**config.mk**
```make
export PLATFORM = sky130hd
export DESIGN_NAME = nyan_anim_ctrl
export DESIGN_NICKNAME = d
export VERILOG_FILES = /design/src/rtl/nyan_pkg.sv /design/src/rtl/nyan_frame_divider.sv /design/src/rtl/nyan_anim_ctrl.sv
export SDC_FILE = /design/constraint.sdc
export NUM_CORES = 1
export LEC_CHECK = 0
export BUFFER_PORTS_ARGS = -buffer_cell sky130_fd_sc_hd__clkbuf_2
export CORE_ASPECT_RATIO = 0.75
export CORE_MARGIN = 1
export CORE_UTILIZATION = 58
export DETAILED_ROUTE_END_ITERATION = 16
export PLACE_DENSITY_LB_ADDON = 0.1
export SYNTH_ARGS = -nofsm -noshare
export SYNTH_HDL_FRONTEND = slang
export SYNTH_SLANG_ARGS = --single-unit
```
**constraint.sdc**
```tcl
create_clock -name clk -period 8.2 [get_ports clk]
set_clock_uncertainty 0.1 [all_clocks]
set_input_delay 1.23 -clock clk [delete_from_list [all_inputs] [get_ports clk]]
set_output_delay 1.23 -clock clk [all_outputs]
set_load 0.005 [all_outputs]
```
**src/rtl/nyan_pkg.sv**
```systemverilog
// Shared types and defaults for the nyan sprite animation path.
// Latency: none (definitions only); backpressure: not applicable.
package nyan_pkg;

  typedef enum logic [1:0] {
    PAUSED       = 2'd0,
    RUNNING      = 2'd1,
    STEP_PENDING = 2'd2
  } state_t;

  // speed value is the right-shift applied to the phase length
  localparam logic [1:0] SPEED_X1 = 2'd0;
  localparam logic [1:0] SPEED_X2 = 2'd1;
  localparam logic [1:0] SPEED_X4 = 2'd2;
  localparam logic [1:0] SPEED_X8 = 2'd3;

  localparam int DEF_FRAMES_PER_PHASE = 16;
  localparam int DEF_BOB_PIXELS       = 5;
  localparam int DEF_SCROLL_STEP      = 2;

endpackage

```
**src/rtl/nyan_frame_divider.sv**
```systemverilog
// Counts animated frames and flags the frame that ends the current phase.
// Latency: toggle is combinational on count_en; no backpressure.
module nyan_frame_divider #(
  parameter int FRAMES_PER_PHASE = 16
) (
  input  logic       clk,
  input  logic       rst_n,
  input  logic       count_en,
  input  logic       clear,
  input  logic [1:0] speed,
  output logic       toggle
);

  localparam int CW = $clog2(FRAMES_PER_PHASE);

  logic [CW-1:0] frame_cnt;
  logic [CW:0]   span;
  logic [CW:0]   last;

  // >= rather than == so a speed increase mid-phase ends the phase promptly
  assign span   = (CW+1)'(FRAMES_PER_PHASE) >> speed;
  assign last   = (span == '0) ? '0 : span - 1'b1;
  assign toggle = count_en && ({1'b0, frame_cnt} >= last);

  always_ff @(posedge clk or negedge rst_n) begin
    if (!rst_n) begin
      frame_cnt <= '0;
    end else if (clear || toggle) begin
      frame_cnt <= '0;
    end else if (count_en) begin
      frame_cnt <= frame_cnt + 1'b1;
    end
  end

endmodule

```
**src/rtl/nyan_anim_ctrl.sv**
```systemverilog
// Frame-synchronous animation sequencer: phase, bob, image selects, scroll.
// Latency: outputs register on the frame_start edge; no backpressure.
module nyan_anim_ctrl
  import nyan_pkg::*;
#(
  parameter int FRAMES_PER_PHASE = DEF_FRAMES_PER_PHASE,
  parameter int BOB_PIXELS       = DEF_BOB_PIXELS,
  parameter int SCROLL_STEP      = DEF_SCROLL_STEP,
  parameter int VGA_WIDTH        = 640,
  parameter int X_BITS           = 10
) (
  input  logic              clk,
  input  logic              rst_n,
  input  logic              frame_start,
  input  logic              run,
  input  logic              step,
  input  logic [1:0]        speed,
  output logic              phase,
  output logic [3:0]        bob_y,
  output logic              feet_sel,
  output logic              tail_sel,
  output logic [X_BITS-1:0] scroll_x,
  output logic              update
);

  state_t state, state_nxt;

  logic            run_tick;
  logic            step_tick;
  logic            advance;
  logic            div_toggle;
  logic            phase_nxt;
  logic [X_BITS:0] scroll_sum;
  logic [X_BITS:0] scroll_wrap;

  assign run_tick  = (state == RUNNING) && run && frame_start;
  assign step_tick = (state == STEP_PENDING) && !run && frame_start;
  assign advance   = run_tick || step_tick;

  nyan_frame_divider #(
    .FRAMES_PER_PHASE(FRAMES_PER_PHASE)
  ) u_div (
    .clk     (clk),
    .rst_n   (rst_n),
    .count_en(run_tick),
    .clear   (step_tick),
    .speed   (speed),
    .toggle  (div_toggle)
  );

  always_ff @(posedge clk or negedge rst_n) begin
    if (!rst_n) begin
      state <= PAUSED;
    end else begin
      state <= state_nxt;
    end
  end

  always_comb begin
    state_nxt = state;
    case (state)
      PAUSED: begin
        if (run) begin
          state_nxt = RUNNING;
        end else if (step) begin
          state_nxt = STEP_PENDING;
        end
      end
      RUNNING: begin
        if (!run) begin
          state_nxt = PAUSED;
        end
      end
      STEP_PENDING: begin
        if (run) begin
          state_nxt = RUNNING;
        end else if (frame_start) begin
          state_nxt = PAUSED;
        end
      end
      default: state_nxt = PAUSED;
    endcase
  end

  assign phase_nxt   = phase ^ (div_toggle | step_tick);
  assign scroll_sum  = {1'b0, scroll_x} + (X_BITS+1)'(SCROLL_STEP);
  assign scroll_wrap = (scroll_sum >= (X_BITS+1)'(VGA_WIDTH))
                     ? scroll_sum - (X_BITS+1)'(VGA_WIDTH) : scroll_sum;

  // decodes use phase_nxt so they land on the same edge as phase
  always_ff @(posedge clk or negedge rst_n) begin
    if (!rst_n) begin
      phase    <= 1'b0;
      bob_y    <= 4'(BOB_PIXELS);
      feet_sel <= 1'b0;
      tail_sel <= 1'b0;
      scroll_x <= '0;
      update   <= 1'b0;
    end else begin
      update <= advance;
      if (advance) begin
        phase    <= phase_nxt;
        bob_y    <= phase_nxt ? 4'd0 : 4'(BOB_PIXELS);
        feet_sel <= phase_nxt;
        tail_sel <= phase_nxt;
        scroll_x <= scroll_wrap[X_BITS-1:0];
      end
    end
  end

endmodule

```
; ---- Word-level counts from Yosys, hierarchy flattened
; Index checks and enable logic that the tools add are counted.
[word_totals]
reg_bits = 22
word_cells = 43
[classes]
add_sub_neg = 4
n_lt_le_gt_ge = 2
n_eq_ne = 5
n_shift = 1
muxes = 11
bitwise = 2
n_reduce_logical = 12
[op_table]
columns = cell, n
row1 = 10-bit by 2-bit adder with 11-bit output (second input constant), 1
row2 = 11-bit by 10-bit >= comparator with 1-bit output (second input constant), 1
row3 = 10-bit two-way mux, 1
row4 = 2-bit two-way mux, 5
row5 = 10-bit subtractor (second input constant), 1
row6 = 4-bit two-way mux, 2
row7 = 3-bit inequality test (second input constant), 2
row8 = 2-bit one-hot mux with 3 select lines, 1
row9 = 4-bit by 5-bit >= comparator with 1-bit output, 1
row10 = 1-bit logical AND, 5
row11 = 5-bit logical NOT, 1
row12 = 5-bit two-way mux, 1
row13 = 5-bit by 2-bit >> shifter with 5-bit output (first input constant), 1
row14 = 5-bit by 1-bit subtractor with 5-bit output (second input constant), 1
row15 = 4-bit by 1-bit adder with 4-bit output (second input constant), 1
row16 = 3-bit two-way mux, 1
row17 = 3-bit AND reduction, 1
row18 = 2-bit by 1-bit equality test with 1-bit output (second input constant), 1
row19 = 2-bit equality test (second input constant), 1
row20 = 2-bit logical NOT, 1
row21 = 1-bit logical OR, 2
row22 = 2-bit inequality test (second input constant), 1
row23 = 2-bit nonzero test, 1
row24 = 1-bit logical NOT, 1
row25 = other kinds (2), 2

; ---- Depth between registers and ports, before layout
[depth]
depth_word = 8
ltp_mapped = 12
mapped_depth_nobuf = 11

; ---- Modules after synthesis
; A second synthesis with hierarchy kept.
[hier_totals]
cells_unflattened = 140
hier_area_um2 = 1308.8
[modules_own_cells]
columns = module, instances, cells_per_inst, area_each_um2
row1 = nyan_anim_ctrl, 1, 101, 957.2
row2 = nyan_frame_divider, 1, 39, 351.6

; ---- Worst setup path before layout
; OpenSTA, ideal clock, no wires.
[synth_timing]
path_type = input-to-reg
from = input port speed[0]
to = register u_div.frame_cnt[2]
arrival_ns = 2.516
path_slack_ns = 5.506
path_stages = 7
path_buffers = 0
path_cell_list = and2_1 ha_1 a21o_1 a21o_1 a211o_1 o21ai_0 o2bb2ai_1
[synth_via]
elab_chain_len = 7
[synth_lines]
columns = element, line
row1 = from (decl), nyan_anim_ctrl.sv:17  ; input logic [1:0] speed,
row2 = 5-bit by 2-bit >> shifter with 5-bit output (*), nyan_frame_divider.sv:21  ; assign span = (CW+1)'(FRAMES_PER_PHASE) >> speed;
row3 = 5-bit by 1-bit subtractor with 5-bit output / 5-bit logical NOT (equally long branches), nyan_frame_divider.sv:22  ; assign last = (span == '0) ? '0 : span - 1'b1;
row4 = 5-bit two-way mux (*), nyan_frame_divider.sv:22
row5 = 4-bit by 5-bit >= comparator with 1-bit output (*), nyan_frame_divider.sv:23  ; assign toggle = count_en && ({1'b0, frame_cnt} >= last);
row6 = 1-bit logical AND (*), nyan_frame_divider.sv:23
row7 = 1-bit logical OR (*), nyan_frame_divider.sv:28  ; end else if (clear || toggle) begin
row8 = 4-bit two-way mux / 2-bit nonzero test (equally long branches), --
row9 = to (signal assigned), nyan_frame_divider.sv:31  ; frame_cnt <= frame_cnt + 1'b1;
row10 = to (decl), nyan_frame_divider.sv:16  ; logic [CW-1:0] frame_cnt;
; Mark *: on every way between the ends. The rest lies on a longest branch, timed or not.
; A chain may end at the register's enable or synchronous reset.

; ---- Worst setup path in the final report
[layout_timing]
from = register scroll_x[1]
to = register scroll_x[8]
[layout_via]
elab_chain_len = 3
[layout_lines]
columns = element, line
row1 = from (decl), nyan_anim_ctrl.sv:22  ; output logic [X_BITS-1:0] scroll_x,
row2 = from (signal assigned), nyan_anim_ctrl.sv:106  ; scroll_x <= scroll_wrap[X_BITS-1:0];
row3 = 10-bit by 2-bit adder with 11-bit output (*), nyan_anim_ctrl.sv:86  ; assign scroll_sum = {1'b0, scroll_x} + (X_BITS+1)'(SCROLL_STEP);
row4 = 10-bit subtractor / 11-bit by 10-bit >= comparator with 1-bit output (equally long branches), "nyan_anim_ctrl.sv:88, nyan_anim_ctrl.sv:87"
row5 = 10-bit two-way mux (*), nyan_anim_ctrl.sv:88  ; ? scroll_sum - (X_BITS+1)'(VGA_WIDTH) : scroll_sum;
; Marked as above.

==> results.json <==
{
  "status": "finished clean",
  "grt_pass1_vias": 931,
  "grt_first_pass_wirelength_um": 4230,
  "synth_edf_count": 0,
  "drive_gt1_frac": 0.237,
  "place_ws_ns": 5.18,
  "synth-xor-area-share": 0.0682,
  "finalWirelength_um": 2360,
  "syn_inst": 137,
  "drc": 0,
  "dr_total_vias": 1003,
  "antenna-diode-count": 0,
  "grt_usage": 0.231,
  "gp_congestion": 0.868,
  "synth-simple-area-share": 0.231,
  "cp-startpoint": "scroll_x[1]",
  "syn_area_mm2": 0.00128,
  "muxShareOfSynthArea": 0.0156,
  "clockBufferDepth": 2,
  "hold_path_class": "flop to flop",
  "ys_seq_area_frac": 0.352,
  "cts_tree": "done",
  "tightest_slew_ns": 0.726,
  "nNetsFinal": 169,
  "fin_total_pwr_uw": 310,
  "hold_viol": 0,
  "post_cts_buffers": 0,
  "synth_top_family_by_area": "simple AND/OR/NAND/NOR gates",
  "io_pins": 25,
  "die_y_um": 42.8,
  "syn_avg_cell_area_um2": 9.38,
  "critPathLaunchType": "flop",
  "async_flop_share": 1.00,
  "layout_commonest_cell": "clkbuf_2",
  "p_per_area_mw_per_mm2": 225,
  "ys_seq_elements": 18,
  "synth_compound_area_frac": 0.157,
  "cts_resized": 0,
  "setup_tns_ns": 0,
  "hpwl_um": 1840,
  "path_max_fanout": 7,
  "fin_ws_ns": 5.33,
  "dieArea_mm2": 0.00241,
  "timing.max_cap.violations": 0,
  "firstDrtPassIters": 4,
  "hp-start": "bob_y[0]",
  "maxSlewViolCount": 0,
  "fmax_ghz": 0.348,
  "synthAdderAreaFrac": 0.0876,
  "period_minus_slack_ns": 2.87,
  "grt-ovfl-total": 0,
  "ant_nets": 0,
  "critPathKind": "flop to flop",
  "setup_viol": 0,
  "fill_cells": 172,
  "port_buffers": 21,
  "grt_max_degree": 19,
  "ctsHoldBuffers": 0,
  "cts_buffers": 3,
  "antenna_found_initial": 0,
  "clockRootBuffer": "clkbuf_4",
  "crit_required_ns": 8.30,
  "timing.rr.start": "scroll_x[1]",
  "post_drt_wl_per_cell_um": 13.4,
  "end_kind": "flop",
  "rsz0062_at_grt": "no",
  "initial_utilization": 0.627,
  "die_w_um": 56.4,
  "num_rows": 14,
  "clock_latency_ns": 0.30,
  "period_share": 0.350,
  "dp_cells": 172,
  "fin_cells": 176,
  "core_mm2": 0.00205,
  "cellLeakagePower_nw": 0.651,
  "ys.flop_type": "dfrtp_1",
  "htreeDepth": 1,
  "drt-initial-drc-count": 27,
  "ys_warn_count": 0,
  "area_growth_pct": 7.30,
  "slew_headroom": 0.514,
  "vias_per_cell": 5.70,
  "clock_sinks": 18,
  "crit_arrival_ns": 2.97,
  "clk_pin_slew_worst_paths_ns": 0.11,
  "peakVddDrop_mv": 0.196,
  "synthDistinctLibCells": 49,
  "layout_common_cells": "clkbuf_2 (21), dfrtp_1 (17), nand2_1 (15)"
}
## cells in the mapped netlist, types with 2 or more instances
| cell type | instances | share of area |
|---|---|---|
| dfrtp_1 | 17 | 0.33 |
| nand2_1 | 15 | 0.044 |
| ha_1 | 9 | 0.088 |
| nand3_1 | 7 | 0.027 |
| o21ai_0 | 7 | 0.027 |
| xnor2_1 | 7 | 0.048 |
| buf_4 | 6 | 0.035 |
| nor2_1 | 6 | 0.018 |
| inv_1 | 5 | 0.015 |
| a21o_1 | 3 | 0.018 |
| and3_1 | 3 | 0.015 |
| xor2_1 | 3 | 0.020 |
| a211o_1 | 2 | 0.014 |
| a211oi_1 | 2 | 0.012 |
| and2_1 | 2 | 0.0097 |
| buf_2 | 2 | 0.0078 |
| buf_6 | 2 | 0.018 |
| clkbuf_1 | 2 | 0.0058 |
| conb_1 | 2 | 0.0058 |
| mux2i_1 | 2 | 0.016 |
| nand2b_1 | 2 | 0.0097 |
| nand4_1 | 2 | 0.0097 |
| nor3b_1 | 2 | 0.012 |
| or3_1 | 2 | 0.0097 |
## power breakdown
part / total (mW) / leakage, nW / internal (mW) / switching [mW]
Combinational: 0.103 / 0.409 / 0.0532 / 0.0501
Clock: 0.0564 / 0.0210 / 0.0271 / 0.0293
Sequential: 0.150 / 0.221 / 0.113 / 0.0374
Total: 0.310 / 0.651 / 0.193 / 0.117
## logic make-up (layout without fill, tap and decap cells)
| family | count (synthesis) | after routing |
|---|---|---|
| buf+inv | 18 | 31 |
| flops | 18 | 18 |
| mux | 2 | 2 |
| fa+ha+maj | 9 | 9 |
| compound gates | 26 | 26 |
| simple gates | 52 | 52 |
| xor+xnor | 10 | 10 |
| other cells | 2 | 4 |
## final cells by class
type                       instances  area, µm²  area share
multi-input combinational        103        733       0.532
sequential                        18        452       0.328
timing repair buffer              21        105      0.0762
clock buffer                       4       36.3      0.0263
tap                               24       30.0      0.0218
inverter                           6       22.5      0.0163
## path summary, 6_finish.rpt
path                                 endpoint  slack, ns  depth (start not counted)
max                               scroll_x[8]       5.33                         11
min                                  bob_y[0]       0.38                          2
max reg2reg                       scroll_x[8]       5.33                         11
min reg2reg                          bob_y[0]       0.38                          2
max in group asynchronous            bob_y[0]       6.91                          1
min in group asynchronous  u_div.frame_cnt[2]       0.75                          1
## metrics by stage
| step | util | area, µm² | hold WS (ns) |
|---|---|---|---|
| 6_report | 0.673 | 1380 | 0.381 |
| 5_1_grt | 0.673 | 1380 | 0.408 |
| 4_1_cts | 0.673 | 1380 | 0.390 |
| 3_5_place_dp | 0.655 | 1340 | 0.375 |
| 3_3_place_gp | 0.655 | 1340 | 0.358 |
| 2_1_floorplan | - | 1290 | 0.339 |
## state kept, by name (all words and copies together), names as in the netlist
name / count
u_div.frame_cnt: 4
update: 1
bob_y: 1
tail_sel: 1
scroll_x: 9
state: 2
## critical path: stages, from the launching register on
cell     delay (ns)
dfrtp_1        0.49
ha_1           0.28
and2_1         0.18
and4_4         0.27
xor2_1         0.21
ha_1           0.21
nand2_1        0.06
o41ai_1        0.23
a41oi_1        0.14
nor2_1         0.20
o21ai_0        0.10
a211o_1        0.29
## routing by layer
layer	up-vias	share of wire	global-route usage	wire length (µm)
met2	25	0.44	0.355	1040
met5	-	0	0	0
li1	503	-	-	-
met4	0	0.012	0.0780	28
met3	4	0.049	0.0610	116
met1	471	0.50	0.317	1170
Power figures use the tool's default switching activity.
